**src/rtl/st7735_pkg.sv**
```systemverilog
`default_nettype none
// ============================================================================
// st7735_pkg : ST7735 opcode constants and receiver command-FSM states
// Rev 1.0
// ============================================================================
package st7735_pkg;

  localparam logic [7:0] CMD_SWRESET = 8'h01;
  localparam logic [7:0] CMD_CASET   = 8'h2A;
  localparam logic [7:0] CMD_RASET   = 8'h2B;
  localparam logic [7:0] CMD_RAMWR   = 8'h2C;

  typedef enum logic [2:0] {
    IDLE   = 3'd0,
    CASET  = 3'd1,
    RASET  = 3'd2,
    RAMWR  = 3'd3,
    IGNORE = 3'd4
  } state_t;

endpackage
`default_nettype wire

```
**src/rtl/st7735_spi_byte_rx.sv**
```systemverilog
`default_nettype none
// ============================================================================
// st7735_spi_byte_rx : oversampled SPI mode-0 byte deserialiser with ss framing
// Rev 1.0
// ============================================================================
module st7735_spi_byte_rx #(
  parameter int SYNC_STAGES = 2
) (
  input  logic       i_clk,
  input  logic       i_rst_n,
  input  logic       i_enable,
  input  logic       i_spi_clk,
  input  logic       i_spi_mosi,
  input  logic       i_spi_d_c,
  input  logic       i_spi_ss,
  output logic       o_byte_valid,
  output logic [7:0] o_byte,
  output logic       o_is_data,
  output logic       o_ss_high
);

  logic [SYNC_STAGES-1:0] r_clk_s, r_mosi_s, r_dc_s, r_ss_s;
  logic                   r_clk_prev;
  logic [2:0]             r_cnt;
  logic [6:0]             r_shift;
  logic                   w_clk, w_mosi, w_ss, w_rise;

  assign w_clk  = r_clk_s[SYNC_STAGES-1];
  assign w_mosi = r_mosi_s[SYNC_STAGES-1];
  assign w_ss   = r_ss_s[SYNC_STAGES-1];
  assign w_rise = w_clk & ~r_clk_prev & ~w_ss & i_enable;

  // ss synchronizer resets to deselected so no edge is seen before a real select
  always_ff @(posedge i_clk) begin
    if (!i_rst_n) begin
      r_clk_s    <= '0;
      r_mosi_s   <= '0;
      r_dc_s     <= '0;
      r_ss_s     <= '1;
      r_clk_prev <= 1'b0;
      r_cnt      <= 3'd0;
      r_shift    <= 7'd0;
    end else begin
      r_clk_s    <= {r_clk_s[SYNC_STAGES-2:0], i_spi_clk};
      r_mosi_s   <= {r_mosi_s[SYNC_STAGES-2:0], i_spi_mosi};
      r_dc_s     <= {r_dc_s[SYNC_STAGES-2:0], i_spi_d_c};
      r_ss_s     <= {r_ss_s[SYNC_STAGES-2:0], i_spi_ss};
      r_clk_prev <= w_clk;
      if (w_ss) begin
        r_cnt <= 3'd0;
      end else if (w_rise) begin
        r_cnt   <= r_cnt + 3'd1;
        r_shift <= {r_shift[5:0], w_mosi};
      end
    end
  end

  assign o_byte_valid = w_rise & (r_cnt == 3'd7);
  assign o_byte       = {r_shift, w_mosi};
  assign o_is_data    = r_dc_s[SYNC_STAGES-1];
  assign o_ss_high    = w_ss;

endmodule
`default_nettype wire

```
**src/rtl/st7735_spi_receiver.sv**
```systemverilog
`default_nettype none
// ============================================================================
// st7735_spi_receiver : ST7735 panel-side command decoder and pixel writer
// Rev 1.0
// ============================================================================
module st7735_spi_receiver
  import st7735_pkg::*;
#(
  parameter int SCREEN_SIZE = 128,
  parameter int ADDR_W      = 7,
  parameter int SYNC_STAGES = 2
) (
  input  logic              i_clk_main,
  input  logic              i_rst_n,
  input  logic              i_enable,
  input  logic              i_spi_clk,
  input  logic              i_spi_mosi,
  input  logic              i_spi_d_c,
  input  logic              i_spi_ss,
  output logic              o_spi_miso,
  output logic [ADDR_W-1:0] o_pixel_addr_x,
  output logic [ADDR_W-1:0] o_pixel_addr_y,
  output logic [15:0]       o_pixel_wr_data,
  output logic              o_pixel_wr_en,
  output logic              o_cmd_valid,
  output logic [7:0]        o_cmd_byte,
  output logic              o_frame_done
);

  localparam logic [15:0]       c_MAX16 = 16'(SCREEN_SIZE - 1);
  localparam logic [ADDR_W-1:0] c_MAXA  = ADDR_W'(SCREEN_SIZE - 1);

  function automatic logic [ADDR_W-1:0] clamp(input logic [15:0] v);
    clamp = (v > c_MAX16) ? c_MAXA : v[ADDR_W-1:0];
  endfunction

  logic       w_bv, w_is_data, w_ss_high;
  logic [7:0] w_byte;

  st7735_spi_byte_rx #(.SYNC_STAGES(SYNC_STAGES)) u_byte_rx (
    .i_clk       (i_clk_main),
    .i_rst_n     (i_rst_n),
    .i_enable    (i_enable),
    .i_spi_clk   (i_spi_clk),
    .i_spi_mosi  (i_spi_mosi),
    .i_spi_d_c   (i_spi_d_c),
    .i_spi_ss    (i_spi_ss),
    .o_byte_valid(w_bv),
    .o_byte      (w_byte),
    .o_is_data   (w_is_data),
    .o_ss_high   (w_ss_high)
  );

  state_t            r_state, w_state;
  logic [2:0]        r_idx, w_idx;
  logic [15:0]       r_start, w_start;
  logic [7:0]        r_end_hi, w_end_hi, r_hi, w_hi, r_cmd, w_cmd;
  logic [ADDR_W-1:0] r_xs, r_xe, r_ys, r_ye, r_px, r_py;
  logic [ADDR_W-1:0] w_xs, w_xe, w_ys, w_ye, w_px, w_py;
  logic [ADDR_W-1:0] r_ax, r_ay, w_ax, w_ay, w_s, w_e;
  logic [15:0]       r_data, w_data;
  logic              r_half, w_half, r_pen, w_pen, r_cv, w_cv, r_fd, w_fd;

  always_ff @(posedge i_clk_main) begin
    if (!i_rst_n) begin
      r_state <= IDLE;   r_idx <= 3'd0;  r_start <= 16'd0;  r_end_hi <= 8'd0;
      r_hi    <= 8'd0;   r_cmd <= 8'd0;  r_half  <= 1'b0;
      r_xs    <= '0;     r_xe  <= c_MAXA; r_ys   <= '0;     r_ye <= c_MAXA;
      r_px    <= '0;     r_py  <= '0;    r_ax    <= '0;     r_ay <= '0;
      r_data  <= 16'd0;  r_pen <= 1'b0;  r_cv    <= 1'b0;   r_fd <= 1'b0;
    end else begin
      r_state <= w_state; r_idx <= w_idx; r_start <= w_start; r_end_hi <= w_end_hi;
      r_hi    <= w_hi;    r_cmd <= w_cmd; r_half  <= w_half;
      r_xs    <= w_xs;    r_xe  <= w_xe;  r_ys    <= w_ys;    r_ye <= w_ye;
      r_px    <= w_px;    r_py  <= w_py;  r_ax    <= w_ax;    r_ay <= w_ay;
      r_data  <= w_data;  r_pen <= w_pen; r_cv    <= w_cv;    r_fd <= w_fd;
    end
  end

  always_comb begin
    w_state = r_state; w_idx = r_idx; w_start = r_start; w_end_hi = r_end_hi;
    w_hi    = r_hi;    w_cmd = r_cmd; w_half  = r_half;
    w_xs    = r_xs;    w_xe  = r_xe;  w_ys    = r_ys;    w_ye = r_ye;
    w_px    = r_px;    w_py  = r_py;  w_ax    = r_ax;    w_ay = r_ay;
    w_data  = r_data;  w_pen = 1'b0;  w_cv    = 1'b0;    w_fd = 1'b0;
    w_s     = clamp(r_start);
    w_e     = clamp({r_end_hi, w_byte});
    if (w_s > w_e) w_e = w_s;
    if (w_ss_high) w_half = 1'b0;

    if (w_bv && !w_is_data) begin
      w_cv   = 1'b1;
      w_cmd  = w_byte;
      w_half = 1'b0;
      w_idx  = 3'd0;
      case (w_byte)
        CMD_CASET: w_state = CASET;
        CMD_RASET: w_state = RASET;
        CMD_RAMWR: begin
          w_state = RAMWR;
          w_px    = r_xs;
          w_py    = r_ys;
        end
        CMD_SWRESET: begin
          w_state = IDLE;
          w_xs = '0; w_xe = c_MAXA; w_ys = '0; w_ye = c_MAXA;
        end
        default: w_state = IGNORE;
      endcase
    end else if (w_bv) begin
      case (r_state)
        CASET, RASET: begin
          // index saturates at 4 so bytes past end_lo are dropped
          if (r_idx != 3'd4) w_idx = r_idx + 3'd1;
          case (r_idx)
            3'd0: w_start[15:8] = w_byte;
            3'd1: w_start[7:0]  = w_byte;
            3'd2: w_end_hi      = w_byte;
            3'd3: begin
              if (r_state == CASET) begin
                w_xs = w_s; w_xe = w_e;
              end else begin
                w_ys = w_s; w_ye = w_e;
              end
            end
            default: ;
          endcase
        end
        RAMWR: begin
          if (!r_half) begin
            w_hi   = w_byte;
            w_half = 1'b1;
          end else begin
            w_half = 1'b0;
            w_pen  = 1'b1;
            w_data = {r_hi, w_byte};
            w_ax   = r_px;
            w_ay   = r_py;
            if (r_px == r_xe) begin
              w_px = r_xs;
              if (r_py == r_ye) begin
                w_py = r_ys;
                w_fd = 1'b1;
              end else begin
                w_py = r_py + 1'b1;
              end
            end else begin
              w_px = r_px + 1'b1;
            end
          end
        end
        default: ;
      endcase
    end
  end

  assign o_spi_miso      = 1'b0;
  assign o_pixel_addr_x  = r_ax;
  assign o_pixel_addr_y  = r_ay;
  assign o_pixel_wr_data = r_data;
  assign o_pixel_wr_en   = r_pen;
  assign o_cmd_valid     = r_cv;
  assign o_cmd_byte      = r_cmd;
  assign o_frame_done    = r_fd;

endmodule
`default_nettype wire
```
**config.mk**
```make
export PLATFORM = sky130hd
export DESIGN_NAME = st7735_spi_receiver
export DESIGN_NICKNAME = d
export VERILOG_FILES = /design/src/rtl/st7735_pkg.sv /design/src/rtl/st7735_spi_byte_rx.sv /design/src/rtl/st7735_spi_receiver.sv
export SDC_FILE = /design/constraint.sdc
export NUM_CORES = 1
export LEC_CHECK = 0
export ABC_AREA = 1
export CAP_MARGIN = 15
export CORE_MARGIN = 3
export CORE_UTILIZATION = 50
export DETAILED_ROUTE_END_ITERATION = 12
export PLACE_DENSITY_LB_ADDON = 0.12
export REMOVE_ABC_BUFFERS = 1
export SLEW_MARGIN = 0
export SYNTH_ARGS = -nofsm -noshare
export SYNTH_HDL_FRONTEND = slang
export SYNTH_SLANG_ARGS = --single-unit
```
**constraint.sdc**
```tcl
create_clock -name i_clk_main -period 4.4 [get_ports i_clk_main]
set_clock_uncertainty 0.05 [all_clocks]
set_input_delay 0.88 -clock i_clk_main [delete_from_list [all_inputs] [get_ports i_clk_main]]
set_output_delay 0.88 -clock i_clk_main [all_outputs]
set_load 0.1 [all_outputs]
```
# Word level (Yosys, flattened, before mapping)
# Cells that the tools add are included.
op_classes:
  n_addsub: 4
  n_lt_le_gt_ge: 3
  n_eq_ne: 17
  mux: 46
  bitwise: 12
  n_reduce_logical: 26
ops:
  columns: ["op", "count"]
  rows:
  - ["7-bit 2-to-1 mux", 38]
  - ["16-bit by 7-bit > comparator with 1-bit output (second input constant)", 2]
  - ["8-bit by 6-bit == test with 1-bit output (second input constant)", 3]
  - ["4-bit AND reduction", 6]
  - ["5-bit AND reduction", 3]
  - ["7-bit by 1-bit adder with 7-bit output (second input constant)", 2]
  - ["7-bit == test", 2]
  - ["2-bit nonzero test", 7]
  - ["3-bit by 2-bit == test with 1-bit output (second input constant)", 4]
  - ["3-bit one-hot mux with 4 select lines", 1]
  - ["8-bit by 1-bit == test with 1-bit output (second input constant)", 1]
  - ["1-bit inverter", 8]
  - ["7-bit > comparator", 1]
  - ["1-bit 2-to-1 mux", 7]
  - ["3-bit by 1-bit adder with 3-bit output (second input constant)", 2]
  - ["3-bit by 1-bit == test with 1-bit output (second input constant)", 2]
  - ["2-bit OR reduction", 3]
  - ["6-bit OR reduction", 1]
  - ["1-bit AND", 4]
  - ["2-bit by 1-bit != test with 1-bit output (second input constant)", 2]
  - ["4-bit OR reduction", 1]
  - ["3-bit == test (second input constant)", 1]
  - ["3-bit zero test", 1]
  - ["3-bit != test (second input constant)", 1]
  - ["other kinds (5)", 5]
totals:
  regBits: 141
  word_cells: 135

# Depth between registers and ports, before layout
depth:
  depth_word: 9
  mapped_depth: 16
  depth_no_buf: 16

# Modules after synthesis
# Synthesis repeated with hierarchy kept, for this count alone.
hier_totals:
  cells_unflattened: 793
  area_unflattened_um2: 6226.0
modules_own_cells:
  columns: ["module", "instances", "cells_each", "area_each_um2", "seq_area_each_um2"]
  rows:
  - ["st7735_spi_receiver", 1, 695, 5444.0, 2442.3]
  - ["st7735_spi_byte_rx", 1, 98, 782.0, 380.4]

# Worst setup path after synthesis
# OpenSTA, ideal clock, no wires.
synth_path:
  kind: "register to register"
  startpoint: "reg r_start[7]"
  endpoint: "reg r_ye[3]"
  setup_ns: 0.115
  arrival_ns: 2.434
  required_time_ns: 4.235
  path_slack_ns: 1.801
  stages_incl_launch_ff: 15
  n_path_buf: 0
  period_less_slack_ns: 2.599
  path_cell_list: "dfxtp_1 > nor2_1 > inv_1 > nor2_2 > nand2_1 > or2_2 > ha_1 > a21oi_1 > nor2_1 > a211oi_1 > nand2_8 > nand3_1 > nand3_2 > nand2_1 > nand2_1"
synth_via:
  elab_chain_len: 9
synth_lines:
  columns: ["element", "line_no", "text"]
  rows:
  - ["from (decl)", "st7735_spi_receiver.sv:56", "logic [15:0] r_start, w_start;"]
  - ["from (signal assigned)", "st7735_spi_receiver.sv:72", "r_state <= w_state; r_idx <= w_idx; r_start <= w_start; r_end_hi <= w_end_hi;"]
  - ["16-bit by 7-bit > comparator with 1-bit output *", "st7735_spi_receiver.sv:34", "clamp = (v > c_MAX16) ? c_MAXA : v[ADDR_W-1:0];"]
  - ["7-bit 2-to-1 mux *", "st7735_spi_receiver.sv:34", null]
  - ["7-bit > comparator", "st7735_spi_receiver.sv:88", "if (w_s > w_e) w_e = w_s;"]
  - ["7-bit 2-to-1 mux *", "st7735_spi_receiver.sv:88", null]
  - ["7-bit 2-to-1 mux *", "st7735_spi_receiver.sv:120", "if (r_state == CASET) begin"]
  - ["7-bit 2-to-1 mux *", "st7735_spi_receiver.sv:115", "case (r_idx)"]
  - ["7-bit 2-to-1 mux *", "st7735_spi_receiver.sv:111", "case (r_state)"]
  - ["7-bit 2-to-1 mux *", "st7735_spi_receiver.sv:110", "end else if (w_bv) begin"]
  - ["7-bit 2-to-1 mux *", "st7735_spi_receiver.sv:91", "if (w_bv && !w_is_data) begin"]
  - ["to (signal assigned)", "st7735_spi_receiver.sv:74", "r_xs <= w_xs; r_xe <= w_xe; r_ys <= w_ys; r_ye <= w_ye;"]
  - ["to (decl)", "st7735_spi_receiver.sv:58", "logic [ADDR_W-1:0] r_xs, r_xe, r_ys, r_ye, r_px, r_py;"]
# Mark *: on every way between the ends. The rest lies on a longest branch, timed or not. The select of a mux whose other input is x is not followed.
# A chain may end at the register's enable or synchronous reset.

# Worst setup path after layout
layout_path:
  startpoint: "in i_enable"
  endpoint: "reg r_xs[5]"
layout_via:
  elab_chain_len: 5
  elab_cells_between_ends: 10
  classes_between: "eq/ne (1); mux (1); bitwise (2); reduce/logical (6)"
layout_lines:
  columns: ["element", "line_no", "text"]
  rows:
  - ["from (decl)", "st7735_spi_receiver.sv:15", "input logic i_enable,"]
  - ["1-bit AND *", "st7735_spi_byte_rx.sv:31", "assign w_rise = w_clk & ~r_clk_prev & ~w_ss & i_enable;"]
  - ["1-bit AND *", "st7735_spi_byte_rx.sv:58", "assign o_byte_valid = w_rise & (r_cnt == 3'd7);"]
  - ["1-bit logical AND", "st7735_spi_receiver.sv:91", null]
  - ["2-bit by 1-bit != test with 1-bit output (no source line) / 2-bit nonzero test (equally long branches)", null, null]
  - ["5-bit AND reduction (no source line)", null, null]
  - ["to (signal assigned)", "st7735_spi_receiver.sv:74", null]
  - ["to (decl)", "st7735_spi_receiver.sv:58", null]
# Mark *: on every way between the ends. The rest lies on a longest branch, timed or not.

==> results.md <==
- The overall track demand over capacity in global routing is 21.2%.
- The longest clock path from root to sink contains 2 buffers.
- IR analysis of the VDD net gives a maximum drop of 0.291 mV.
- Hold repair after CTS inserted 0 buffers.
- Data arrives at the worst endpoint at 3.46 ns.
- The number of buffers inserted by post-CTS setup repair is 0.
- Clock tree synthesis selected as its root buffer the cell sky130_fd_sc_hd__clkbuf_16.
- In this run the remaining antenna-violating nets after routing total 0.
- The commonest cells after synthesis are sky130_fd_sc_hd__dfxtp_1, sky130_fd_sc_hd__nand2_1, sky130_fd_sc_hd__a21oi_1, sky130_fd_sc_hd__o21ai_0, sky130_fd_sc_hd__inv_1.
- For the final routed database, the setup TNS stands at 0 ns.
- The worst-margin pin slew is 0.988 ns.
- The uppermost layer routed is met4.
- The number of instances in the synthesized netlist is around 790.
- The slowest cell on the critical path is sky130_fd_sc_hd__clkdlybuf4s50_1.
- Yosys printed 0 warnings.
- The number of antenna diodes in the final layout is 0.
- The layout overhead on the synthesized area is 17.5%.
- For this run, the top clock speed supported by timing is 0.310 GHz.
- Walking the worst path, the cells encountered are clkdlybuf4s50_1 -> nand3_2 -> nor2_4 -> nand2_2 -> a41oi_1 -> nor2_1 -> nand2_1 -> inv_1 -> o21ai_0 -> a21oi_1.
- The number of antenna violations at the first check in global routing was 0.
- The run finished with clean final reports.
- The number of CTS-inserted buffers is 17.
- The number of max-slew violations in the final report is 0.
- The share of synthesized cell area in full adder, half adder and majority cells is approximately 2.8%.
- The analysis attributes to cell leakage a power of 2.89 nW.
- The region available for standard cell placement spans 0.0121 mm².
- The minimum clock period is 3.22 ns.
- The nature of the critical path endpoint is a flop.
- Setup repair after global routing left no endpoint under its margin.
- The routed length per placed instance is 14.0 µm.
- Measured against the total synthesized area, the mux share comes to 0%.
- After synthesis, the largest family of logic cells by area is compound AO/OA/AOI/OAI gates.
- The floorplan step set the die height to roughly 120 µm.
- The share of synthesized area occupied by flip-flops and latches is 45.4%.
- Detailed placement ended at an HPWL of 9.97 mm.
- After synthesis, the mean cell area works out to just under 8 µm².
- The type of the worst setup path is input port to flop.
- The maximum number of pins on one net before global-route repair is 61.
- Summing the areas of all compound-gate instances in the mapped netlist gives ~20% of the synthesized area.
- The proportion of synthesized flip-flops having asynchronous set or reset is 0%.
- The number of synthesized flops with an enable pin is 0.
- The final net count is 846.
- After synthesis, the cell types taking the most area are sky130_fd_sc_hd__dfxtp_1, sky130_fd_sc_hd__a21oi_1, sky130_fd_sc_hd__o21ai_0, sky130_fd_sc_hd__nand2_1, sky130_fd_sc_hd__inv_1.
- The first-pass detailed-route iteration total is 5.
- The number of endpoints failing setup at the final stage is 0.
- The number of global-route vias before repair is 5,029.
- The headroom to the max-slew limit is 34.0%.
- Summed over all layers, the routed wires come to 14.1 mm.
- The I/O pin total is 49.
- For this design the ratio of total power to cell area is 374 mW/mm².
- The clock tree from TritonCTS is yes.
- The final number of hold-violating endpoints is 0.
- The top cell type by area accounts for 45.4% of the synthesized area.
- The predominant post-synthesis flop cell is sky130_fd_sc_hd__dfxtp_1.
- In the final routing, the length of wire on met1 measures 6.48 mm.
- The maximum fanout along the worst path is 20.
- After synthesis the netlist holds a flip-flop and latch count of 141.
- Yosys mapped the design onto 45 distinct sky130hd cell types.
- The number of instances resized during post-cts repair is 0.
- The total global routing overflow is 0.
- The post-layout total power is 2.74 mW.
- The clock reaches the later pin of the worst-skew pair after 0.42 ns.
- Summed over all nets, wire length on met3 after detailed routing comes to 754 µm.
- Once the floorplan was initialized, standard cells occupied about half of the core.
- For this run, the slowest stage of the critical path takes 0.47 ns.
- STA classifies the critical path startpoint as an input port.
- The library cell with the highest instance count after synthesis is sky130_fd_sc_hd__dfxtp_1.
- The via density per instance is 5.23.
- The met2 layer wire length in the routed design is 6.68 mm.
- The type of the most critical hold path is flop to flop.
- The first-pass GRT wire length is between 20 and 25 mm.
- The ratio of cells with drive above 1 in the final layout is 10.9%.
- In this run the number of H-tree levels came out at 4.
- The first routing iteration left 332 violations.
- The synthesized-area fraction occupied by xor and xnor cells is 2.96%.
- The die is 118 µm wide.
- The synthesized cell area is 0.00622 mm².
- In the routed design, unresolved DRC markers number 0.
- The die covers 0.0138 mm².
- Max-cap violations in this run came to 0.
- After layout, the worst path uses 73.3% of the clock period.
- The number of vias after detailed routing is around 5,300.
- The clock net in this run drives a total of 141 sinks.
- At the end of routability-driven placement, the weighted congestion stood at 0.911.
- The initialized floorplan defines 40 standard-cell rows.
- The synthesized design spends more area on one cell type than any other, namely sky130_fd_sc_hd__dfxtp_1.
- The required time of the critical path is 4.64 ns.
- In this run the tool buffered the top-level ports with 47 buffer cells.
- The synthesized netlist devotes around a fifth of its cell area to simple gates.
- Clock-pin slew was measured on the worst setup and hold paths at 0.06 ns.
## worst paths after layout
path,from,endpoint,slack [ns],cells after the start
worst min register to register,u_byte_rx.r_dc_s[0]$_SDFF_PN0_,u_byte_rx.r_dc_s[1]$_SDFF_PN0_,0.36,2
worst max register to register,r_start[7]$_SDFFE_PN0P_,r_xe[1]$_SDFFE_PN1P_,1.39,14
worst max-delay path,i_enable,r_xs[5]$_SDFFE_PN0P_,1.18,10
worst min-delay path,u_byte_rx.r_dc_s[0]$_SDFF_PN0_,u_byte_rx.r_dc_s[1]$_SDFF_PN0_,0.36,2
## layer usage
layer | GRT usage, % | vias to the layer above
met4 | 7.69 | 0
met5 | 0 | -
met3 | 6.49 | 13
met1 | 26.7 | 2427
met2 | 34.6 | 133
li1 | - | 2681
## worst max-delay path: cells and delay by family
family / cells / cell delay [ns]
and+or+nand+nor: 5 / 1.20
buffers and inverters: 2 / 0.77
AOI/OAI and AO/OA: 3 / 0.60
## cells in the final DEF, fill, tap and decap left out, types with 14 or more instances in the layout
master	Yosys	layout
sky130_fd_sc_hd__inv_1	93	93
sky130_fd_sc_hd__nand3_1	27	26
sky130_fd_sc_hd__a21oi_1	102	102
sky130_fd_sc_hd__nor2_1	49	49
sky130_fd_sc_hd__xnor2_1	14	14
sky130_fd_sc_hd__clkdlybuf4s50_1	0	46
sky130_fd_sc_hd__dfxtp_1	141	141
sky130_fd_sc_hd__ha_1	14	14
sky130_fd_sc_hd__o21ai_0	97	97
sky130_fd_sc_hd__nand2_1	104	104
sky130_fd_sc_hd__clkbuf_16	0	17
## where the power goes
group          leakage [nW]  switching (mW)  total (mW)  internal, mW
combinational          1.48          0.0496      0.0705        0.0209
clock                 0.274           0.525        1.38         0.856
sequential             1.14         0.00312        1.28          1.28
## sequential cells by signal, summed over array words and instances, names as in the netlist, 7 cells and up
name               count
r_py                   7
r_px                   7
o_cmd_byte             8
o_pixel_wr_data       16
o_pixel_addr_y         7
r_ys                   7
r_hi                   8
o_pixel_addr_x         7
r_ye                   7
r_start               16
u_byte_rx.r_shift      7
r_xs                   7
r_xe                   7
r_end_hi               8
## per-stage QoR
step           instances  worst slack (ns)  hold WS (ns)  util, %  cell area, µm²
2_1_floorplan        755              1.31         0.340        -            6020
3_3_place_gp         974             0.920         0.345     55.6            6740
3_5_place_dp         974             0.794         0.350     55.6            6740
4_1_cts             1005              1.24         0.365     60.4            7310
5_1_grt             1005             0.929         0.378     60.4            7310
6_report            1005              1.18         0.359     60.4            7310
## layout make-up
class	count	area [µm²]
Fill cell	1142	4800
Multi-Input combinational cell	513	2830
Sequential cell	141	2820
Timing Repair Buffer	51	495
Clock buffer	20	457
Inverter	101	380
Tap cell	168	210
Clock inverter	11	119
## cells by family (layout without fill, tap and decap cells)
family / Yosys count / after routing
other: 1 / 1
XOR/XNOR: 21 / 21
flip-flops: 141 / 141
adder cells (fa/ha/maj): 14 / 14
AND/OR/NAND/NOR: 243 / 243
buffers and inverters: 138 / 183
AO/OA/AOI/OAI: 234 / 234
Power figures use the tool's default switching activity.
